File: config.mk
export PLATFORM = sky130hd
export DESIGN_NAME = instr_fetch_queue
export DESIGN_NICKNAME = d
export VERILOG_FILES = /design/src/rtl/instr_fetch_queue_pkg.sv /design/src/rtl/instr_fetch_queue_fifo.sv /design/src/rtl/instr_fetch_queue.sv
export SDC_FILE = /design/constraint.sdc
export NUM_CORES = 1
export LEC_CHECK = 0
export BUFFER_PORTS_ARGS = -buffer_cell sky130_fd_sc_hd__buf_2
export CORE_MARGIN = 2
export CORE_UTILIZATION = 41
export CTS_BUF_LIST = sky130_fd_sc_hd__clkbuf_4 sky130_fd_sc_hd__clkbuf_8 sky130_fd_sc_hd__clkbuf_16
export CTS_CLUSTER_SIZE = 12
export DETAILED_ROUTE_END_ITERATION = 8
export GPL_TIMING_DRIVEN = 0
export PLACE_DENSITY_LB_ADDON = 0.05
export SLEW_MARGIN = 20
export SYNTH_ARGS = -nofsm -noshare
export SYNTH_HDL_FRONTEND = slang
export SYNTH_SLANG_ARGS = --single-unit
File: constraint.sdc
create_clock -name clk -period 3.1 [get_ports clk]
set_input_delay 0.31 -clock clk [delete_from_list [all_inputs] [get_ports clk]]
set_output_delay 0.31 -clock clk [all_outputs]
set_load 0.005 [all_outputs]
File: src/rtl/instr_fetch_queue_pkg.sv
`default_nettype none
// ============================================================================
//  Module  : instr_fetch_queue_pkg
//  Purpose : Shared types and helpers for the instruction fetch front end:
//            fetch FSM encodings, queue entry layout, opcode extraction and
//            32-bit byte swap.
//  Rev     : 1.0  initial release
// ============================================================================
package instr_fetch_queue_pkg;

    // Fetch FSM encodings (2 bits)
    typedef enum logic [1:0] {
        FETCH_IDLE    = 2'd0,
        FETCH_REQ     = 2'd1,
        FETCH_DISCARD = 2'd2
    } fetch_state_t;

    // Canonical NOP (addi x0,x0,0)
    localparam logic [31:0] NOP_INSTR = 32'h0000_0013;

    // Queue entry: instruction in the upper half, its PC in the lower half
    localparam int unsigned ENTRY_W = 64;

    // Opcode field of an instruction word
    function automatic logic [6:0] opcode_of(input logic [31:0] i_word);
        return i_word[6:0];
    endfunction

    // Reverse the byte order of a 32-bit word
    function automatic logic [31:0] endian_swap32(input logic [31:0] i_word);
        return {i_word[7:0], i_word[15:8], i_word[23:16], i_word[31:24]};
    endfunction

endpackage : instr_fetch_queue_pkg
`default_nettype wire

File: src/rtl/instr_fetch_queue_fifo.sv
`default_nettype none
// ============================================================================
//  Module  : instr_fetch_queue_fifo
//  Purpose : Synchronous FIFO with push/pop/flush, occupancy count and
//            full/empty flags. Head data is read combinationally from
//            registered storage.
//  Ports   : clk, rst_n        clock / async active-low reset
//            i_push, i_wdata   enqueue request and data
//            i_pop             dequeue head (ignored when empty)
//            i_flush           empty the queue (wins over push/pop)
//            o_rdata           head entry
//            o_count           occupancy, 0..DEPTH
//            o_full, o_empty   occupancy flags
//  Rev     : 1.0  initial release
// ============================================================================
module instr_fetch_queue_fifo #(
    parameter int WIDTH = 64,
    parameter int DEPTH = 4
) (
    input  logic                       clk,
    input  logic                       rst_n,
    input  logic                       i_push,
    input  logic                       i_pop,
    input  logic                       i_flush,
    input  logic [WIDTH-1:0]           i_wdata,
    output logic [WIDTH-1:0]           o_rdata,
    output logic [$clog2(DEPTH):0]     o_count,
    output logic                       o_full,
    output logic                       o_empty
);
    localparam int AW = $clog2(DEPTH);
    localparam int CW = AW + 1;
    localparam logic [CW-1:0] c_DEPTH_CNT = CW'(DEPTH);

    logic [WIDTH-1:0] r_mem [DEPTH];
    logic [AW-1:0]    r_wr_ptr;
    logic [AW-1:0]    r_rd_ptr;
    logic [CW-1:0]    r_count;

    logic w_do_pop;

    assign w_do_pop = i_pop && (r_count != '0);

    // Storage is reset so the head reads a defined value before first write
    always_ff @(posedge clk or negedge rst_n) begin
        if (!rst_n) begin
            for (int i = 0; i < DEPTH; i++) begin
                r_mem[i] <= '0;
            end
            r_wr_ptr <= '0;
            r_rd_ptr <= '0;
            r_count  <= '0;
        end else if (i_flush) begin
            r_wr_ptr <= '0;
            r_rd_ptr <= '0;
            r_count  <= '0;
        end else begin
            if (i_push) begin
                r_mem[r_wr_ptr] <= i_wdata;
                r_wr_ptr        <= r_wr_ptr + 1'b1;
            end
            if (w_do_pop) begin
                r_rd_ptr <= r_rd_ptr + 1'b1;
            end
            r_count <= r_count + CW'(i_push) - CW'(w_do_pop);
        end
    end

    assign o_rdata = r_mem[r_rd_ptr];
    assign o_count = r_count;
    assign o_full  = (r_count == c_DEPTH_CNT);
    assign o_empty = (r_count == '0);

endmodule : instr_fetch_queue_fifo
`default_nettype wire

File: src/rtl/instr_fetch_queue.sv
`default_nettype none
// ============================================================================
//  Module  : instr_fetch_queue
//  Purpose : Instruction fetch front end. Walks the PC, issues one request at
//            a time to instruction memory (req/ack), buffers returned words
//            with their PC and presents {instr, pc, opcode} to the decoder
//            through a valid/ready handshake. Redirects flush the queue and
//            restart fetch.
//  Ports   : clk, rst_n              clock / async active-low reset
//            imem_req/addr/ack/rdata memory request interface
//            redirect, redirect_pc   branch/jump restart
//            instr_valid/ready       decoder handshake on queue head
//            instr, instr_pc, opcode head instruction, its PC, opcode field
//  Rev     : 1.0  initial release
// ============================================================================
module instr_fetch_queue
    import instr_fetch_queue_pkg::*;
#(
    parameter logic [31:0] RESET_PC    = 32'h0,
    parameter int          DEPTH       = 4,
    parameter bit          ENDIAN_SWAP = 1'b1
) (
    input  logic        clk,
    input  logic        rst_n,
    output logic        imem_req,
    output logic [31:0] imem_addr,
    input  logic        imem_ack,
    input  logic [31:0] imem_rdata,
    input  logic        redirect,
    input  logic [31:0] redirect_pc,
    output logic        instr_valid,
    input  logic        instr_ready,
    output logic [31:0] instr,
    output logic [31:0] instr_pc,
    output logic [6:0]  opcode
);
    localparam int CW = $clog2(DEPTH) + 1;
    localparam logic [CW-1:0] c_DEPTH_CNT = CW'(DEPTH);

    fetch_state_t  r_state;
    logic [31:0]   r_addr;      // address currently presented / next to fetch
    logic [31:0]   r_redir_pc;  // restart target remembered while discarding

    logic [31:0]        w_rpc;
    logic [31:0]        w_wdata;
    logic [ENTRY_W-1:0] w_head;
    logic [CW-1:0]      w_count;
    logic [CW-1:0]      w_cnt_after_pop;
    logic [CW-1:0]      w_cnt_next;
    logic               w_full;
    logic               w_empty;
    logic               w_push;
    logic               w_pop;
    logic               w_slot_after_pop;
    logic               w_slot_after_push;

    assign w_rpc   = redirect_pc & ~32'h3;
    assign w_wdata = ENDIAN_SWAP ? endian_swap32(imem_rdata) : imem_rdata;

    // Only a clean ack in REQ delivers data; a same-cycle redirect drops it
    assign w_push = (r_state == FETCH_REQ) && imem_ack && !redirect;
    assign w_pop  = !w_empty && instr_ready;

    // A new request is only issued when the slot it will fill is free, so the
    // push on ack can never overflow the queue.
    assign w_cnt_after_pop   = w_count - CW'(w_pop);
    assign w_cnt_next        = w_cnt_after_pop + CW'(w_push);
    assign w_slot_after_pop  = (w_cnt_after_pop < c_DEPTH_CNT);
    assign w_slot_after_push = (w_cnt_next < c_DEPTH_CNT);

    instr_fetch_queue_fifo #(
        .WIDTH (ENTRY_W),
        .DEPTH (DEPTH)
    ) u_fifo (
        .clk     (clk),
        .rst_n   (rst_n),
        .i_push  (w_push),
        .i_pop   (w_pop),
        .i_flush (redirect),
        .i_wdata ({w_wdata, r_addr}),
        .o_rdata (w_head),
        .o_count (w_count),
        .o_full  (w_full),
        .o_empty (w_empty)
    );

    always_ff @(posedge clk or negedge rst_n) begin
        if (!rst_n) begin
            r_state    <= FETCH_IDLE;
            r_addr     <= RESET_PC;
            r_redir_pc <= RESET_PC;
        end else begin
            case (r_state)
                FETCH_IDLE: begin
                    if (redirect) begin
                        r_addr  <= w_rpc;
                        r_state <= FETCH_REQ;
                    end else if (w_slot_after_pop) begin
                        r_state <= FETCH_REQ;
                    end
                end
                FETCH_REQ: begin
                    if (redirect) begin
                        if (imem_ack) begin
                            r_addr <= w_rpc;
                        end else begin
                            // Request must complete on its stale address first
                            r_redir_pc <= w_rpc;
                            r_state    <= FETCH_DISCARD;
                        end
                    end else if (imem_ack) begin
                        r_addr  <= r_addr + 32'd4;
                        r_state <= w_slot_after_push ? FETCH_REQ : FETCH_IDLE;
                    end
                end
                FETCH_DISCARD: begin
                    if (imem_ack) begin
                        r_addr  <= redirect ? w_rpc : r_redir_pc;
                        r_state <= FETCH_REQ;
                    end else if (redirect) begin
                        r_redir_pc <= w_rpc;
                    end
                end
                default: begin
                    r_state <= FETCH_IDLE;
                end
            endcase
        end
    end

    assign imem_req    = (r_state != FETCH_IDLE);
    assign imem_addr   = r_addr;
    assign instr_valid = !w_empty;
    assign instr       = w_empty ? 32'h0 : w_head[63:32];
    assign instr_pc    = w_empty ? 32'h0 : w_head[31:0];
    assign opcode      = opcode_of(instr);

    a_no_overflow: assert property (@(posedge clk) disable iff (!rst_n)
        !(w_push && w_full));

endmodule : instr_fetch_queue
`default_nettype wire
==> key figures <==
Yosys
  – Cells after Synth: 1,172
  – Synth warn: 0
  – Synth top area cells: dfrtp_1, mux2_2, mux4_2
  – Ys async rst share: 1.000
  – EDFF count, synth: 0
  – Synthesized area per cell: 13.44 sq um
  – Cell taking the most area after synthesis: dfrtp_1
  – Mapped Area: 15,760 sq um
  – Synth Register Bits: 329
  – Share of the synthesized area in the top cell type: 0.5226
  – Synth cell types: 57
  – Syn nets: 1,255
  – Sequential area share after synthesis: 0.5226
  – Most used DFF post-synth: dfrtp_1

Clocking
  – Clk Latency, worst-skew pair: 540 ps
  – CTS root buffer: clkbuf_16
  – Htree depth: 2
  – Clk sinks: 329
  – Num CTS Buffers: 39
  – Clk buf depth: 3
  – # Post-CTS Setup Buffers: 0
  – CTS tree: yes
  – Clock slew at reported path FFs: 60 ps

Power
  – Max IR drop VDD: 0.0004729 V
  – Power density over cell area: 955.8 nW/um^2
  – Sequential power share: 0.372
  – Psw: 5.887 mW
  – Combinational group share of total power: 0.369
  – Clock power frac: 0.259
  – Static Leak: 8.902 nW
  – Internal power: 12.05 mW
  – Switching part of the total: 0.3282

Critical path
  – Critical Path End Type: output port
  – Startpoint types: flip-flop
  – CP peak stage delay: 520 ps
  – Highest net fanout along the worst path: 10
  – Worst EP required: 2790 ps
  – Worst EP arrival: 2610 ps
  – Setup CP Type: flip-flop to output port
  – R2r setup slk: 230 ps
  – CP dominant cell by count: buf_2
  – Critical-path top delay cell: clkbuf_1
  – CP Cell Sequence: clkbuf_1 -> buf_2 -> mux4_2 -> and2_1 -> buf_4 -> buf_2

Cells and area
  – Share of post-route cells with drive strength above 1: 0.4558
  – Non-filler cells, final: 1,936
  – Synth-to-Final Area Change: 19.12%
  – Nets: 1,479

Place
  – Dpl hpwl: 27.73 mm
  – Placed Instances: 1,856
  – Placer Congestion: 0.7844
  – IO Port Bufs: 170

Global routing
  – Global-route wire length before repair: 63.15 mm
  – Grt ovf: 0
  – Largest net degree at the start of global routing: 90
  – Number of global-route vias before repair: 10,690
  – GR Util All Layers: 0.2095
  – Initial antenna violation count: 3

Timing
  – Max_slew headroom: 0.3456
  – Final hold vios: 0
  – Max Clock Skew: 12.28 ps
  – Min cycle time layout: 2922 ps
  – RSZ-0062 raised after global routing: no
  – Worst-Margin Slew: 981.6 ps
  – Fmax: 0.3422 GHz
  – Max-slew violation count: 0
  – Setup violators final: 0
  – Hold WS: 39.67 ps
  – Final Cycle Share: 0.9426

Drt
  – WL per Instance: 20.96 microns
  – Final ANT Viol Nets: 0
  – Via count: 10,360
  – # DRC: 0
  – Routed WL: 40.58 mm
  – TritonRoute pass-1 iters: 5
  – Drt initial violations: 461
  – DR vias/cell: 5.350

Min path
  – Hold Path Class: input pin to flip-flop

Outcome
  – Status: completed

Die
  – DIE WIDTH: 200.0 microns
  – Area of the die: 40,010 sq um
  – Die height: 200.0 microns
  – Starting Density: 0.4173
  – Row count: 71
  – Core ar.: 37,760 sq um
  – # IOs: 174

Flow run
  – Max Cap Violations: 0
## cell families after synthesis
kind of cell / synth area share
compound gates: 0.06195
xor+xnor: 0.003891
fa+ha+maj: 0.01159
buf+inv: 0.03320
flops: 0.5226
mux: 0.2916
simple gates: 0.07521
## routing by layer
| layer | vias to the layer above | GRT usage | wire (microns) |
|---|---|---|---|
| met4 | 2 | 0.05597 | 837 |
| met5 | - | 0 | 17 |
| met3 | 60 | 0.03629 | 1630 |
| met1 | 5339 | 0.2922 | 19000 |
| li1 | 4743 | - | - |
| met2 | 213 | 0.3398 | 19100 |
## worst max-delay path: cells and delay by family (launching register included)
| family | cells | cell delay [ps] |
|---|---|---|
| flip-flops | 1 | 330 |
| buffers and inverters | 4 | 1190 |
| multiplexers | 1 | 350 |
| AND/OR/NAND/NOR | 1 | 200 |
## flip-flops by register name, indices dropped and copies added, names as in the netlist
register and flops:
u_fifo.r_wr_ptr 2, imem_addr 32, u_fifo.r_mem 256, r_redir_pc 32
u_fifo.o_count 3, u_fifo.r_rd_ptr 2, r_state 2
## repair_timing
| action | 4_1_cts | 5_1_grt |
|---|---|---|
| endpoints found under the hold margin | 85 | 0 |
| resized for setup | 8 | 1 |
| pin swaps | 0 | 0 |
| setup endpoints to repair | 44 | 5 |
| hold buffers | 10 | 0 |
## synth_stat cells (all sizes together) (7+ instances only)
cell / count
a31oi: 7
o21ai: 42
a221oi: 7
clkbuf: 35
nor2: 43
buf: 64
and3: 17
mux4: 64
dfrtp: 329
nand3: 22
inv: 16
o21a: 7
nor3: 8
mux2: 280
nand4: 7
nand2: 46
o22a: 7
and2: 69
ha: 13
a21oi: 17
a221o: 11
## cell usage in the layout, fill, tap and decap left out, types with 5 or more instances in the layout
cell           instances
dfrtp_1              329
mux2_2               280
buf_2                207
and2_1                69
mux4_2                64
nand2_1               46
nor2_1                43
clkbuf_16             41
o21ai_0               40
clkbuf_1              31
nand3_1               22
a21oi_1               17
inv_1                 16
clkbuf_4              16
and3_1                16
ha_1                  13
buf_4                 12
buf_1                 12
a221o_1               11
dlygate4sd3_1         10
a221oi_1               7
a31oi_1                7
o21a_1                 7
o22a_1                 7
nand4_1                6
nor3_1                 6
clkbuf_8               6
a211o_1                5
## stage by stage
| step | setup TNS, ps | worst slack (ps) | total power [mW] | area [sq um] | utilization |
|---|---|---|---|---|---|
| detailed placement | -1.489 | -1.489 | 13.45 | 17340 | 0.4592 |
| floorplan | 0 | 625.7 | 10.97 | 15760 | - |
| global route | 0 | 27.85 | 19.16 | 18770 | 0.4970 |
| global placement | -1641940 | -5022 | 13.34 | 17250 | 0.4568 |
| finish | 0 | 177.9 | 17.94 | 18770 | 0.4971 |
| CTS | 0 | 37.51 | 18.21 | 18760 | 0.4970 |
## power groups by stage
stage	Combinational (mW)	Sequential [mW]	Clock, mW
finish	6.61	6.67	4.65
global route	7.34	6.86	4.96
CTS	6.74	6.68	4.79
detailed placement	6.70	6.75	0
global placement	6.61	6.73	0
floorplan	4.56	6.41	0
## final timing paths
path / startpoint / endpoint / cells past startpoint
setup / recovery: u_fifo.r_rd_ptr[1] / opcode[5] / 6
hold / removal: redirect_pc[11] / r_redir_pc[11] / 2
setup reg to reg: u_fifo.o_count[1] / r_state[0] / 9
hold reg to reg: u_fifo.r_mem[21] / u_fifo.r_mem[21] / 2
max in group asynchronous: rst_n / u_fifo.r_mem[142] / 4
min in group asynchronous: rst_n / u_fifo.r_mem[108] / 2
## area by class of cell
type / instances / area [sq um]
Fill cell: 3413 / 18990
Sequential cell: 329 / 8233
Multi-Input combinational cell: 728 / 6999
Clock buffer: 62 / 1221
Timing Repair Buffer: 183 / 1044
Tap cell: 511 / 639.4
Buffer: 99 / 480.5
Clock inverter: 7 / 88.84
Inverter: 16 / 60.06
Antenna cell: 1 / 2.502
(Power assumes the default switching activity.)
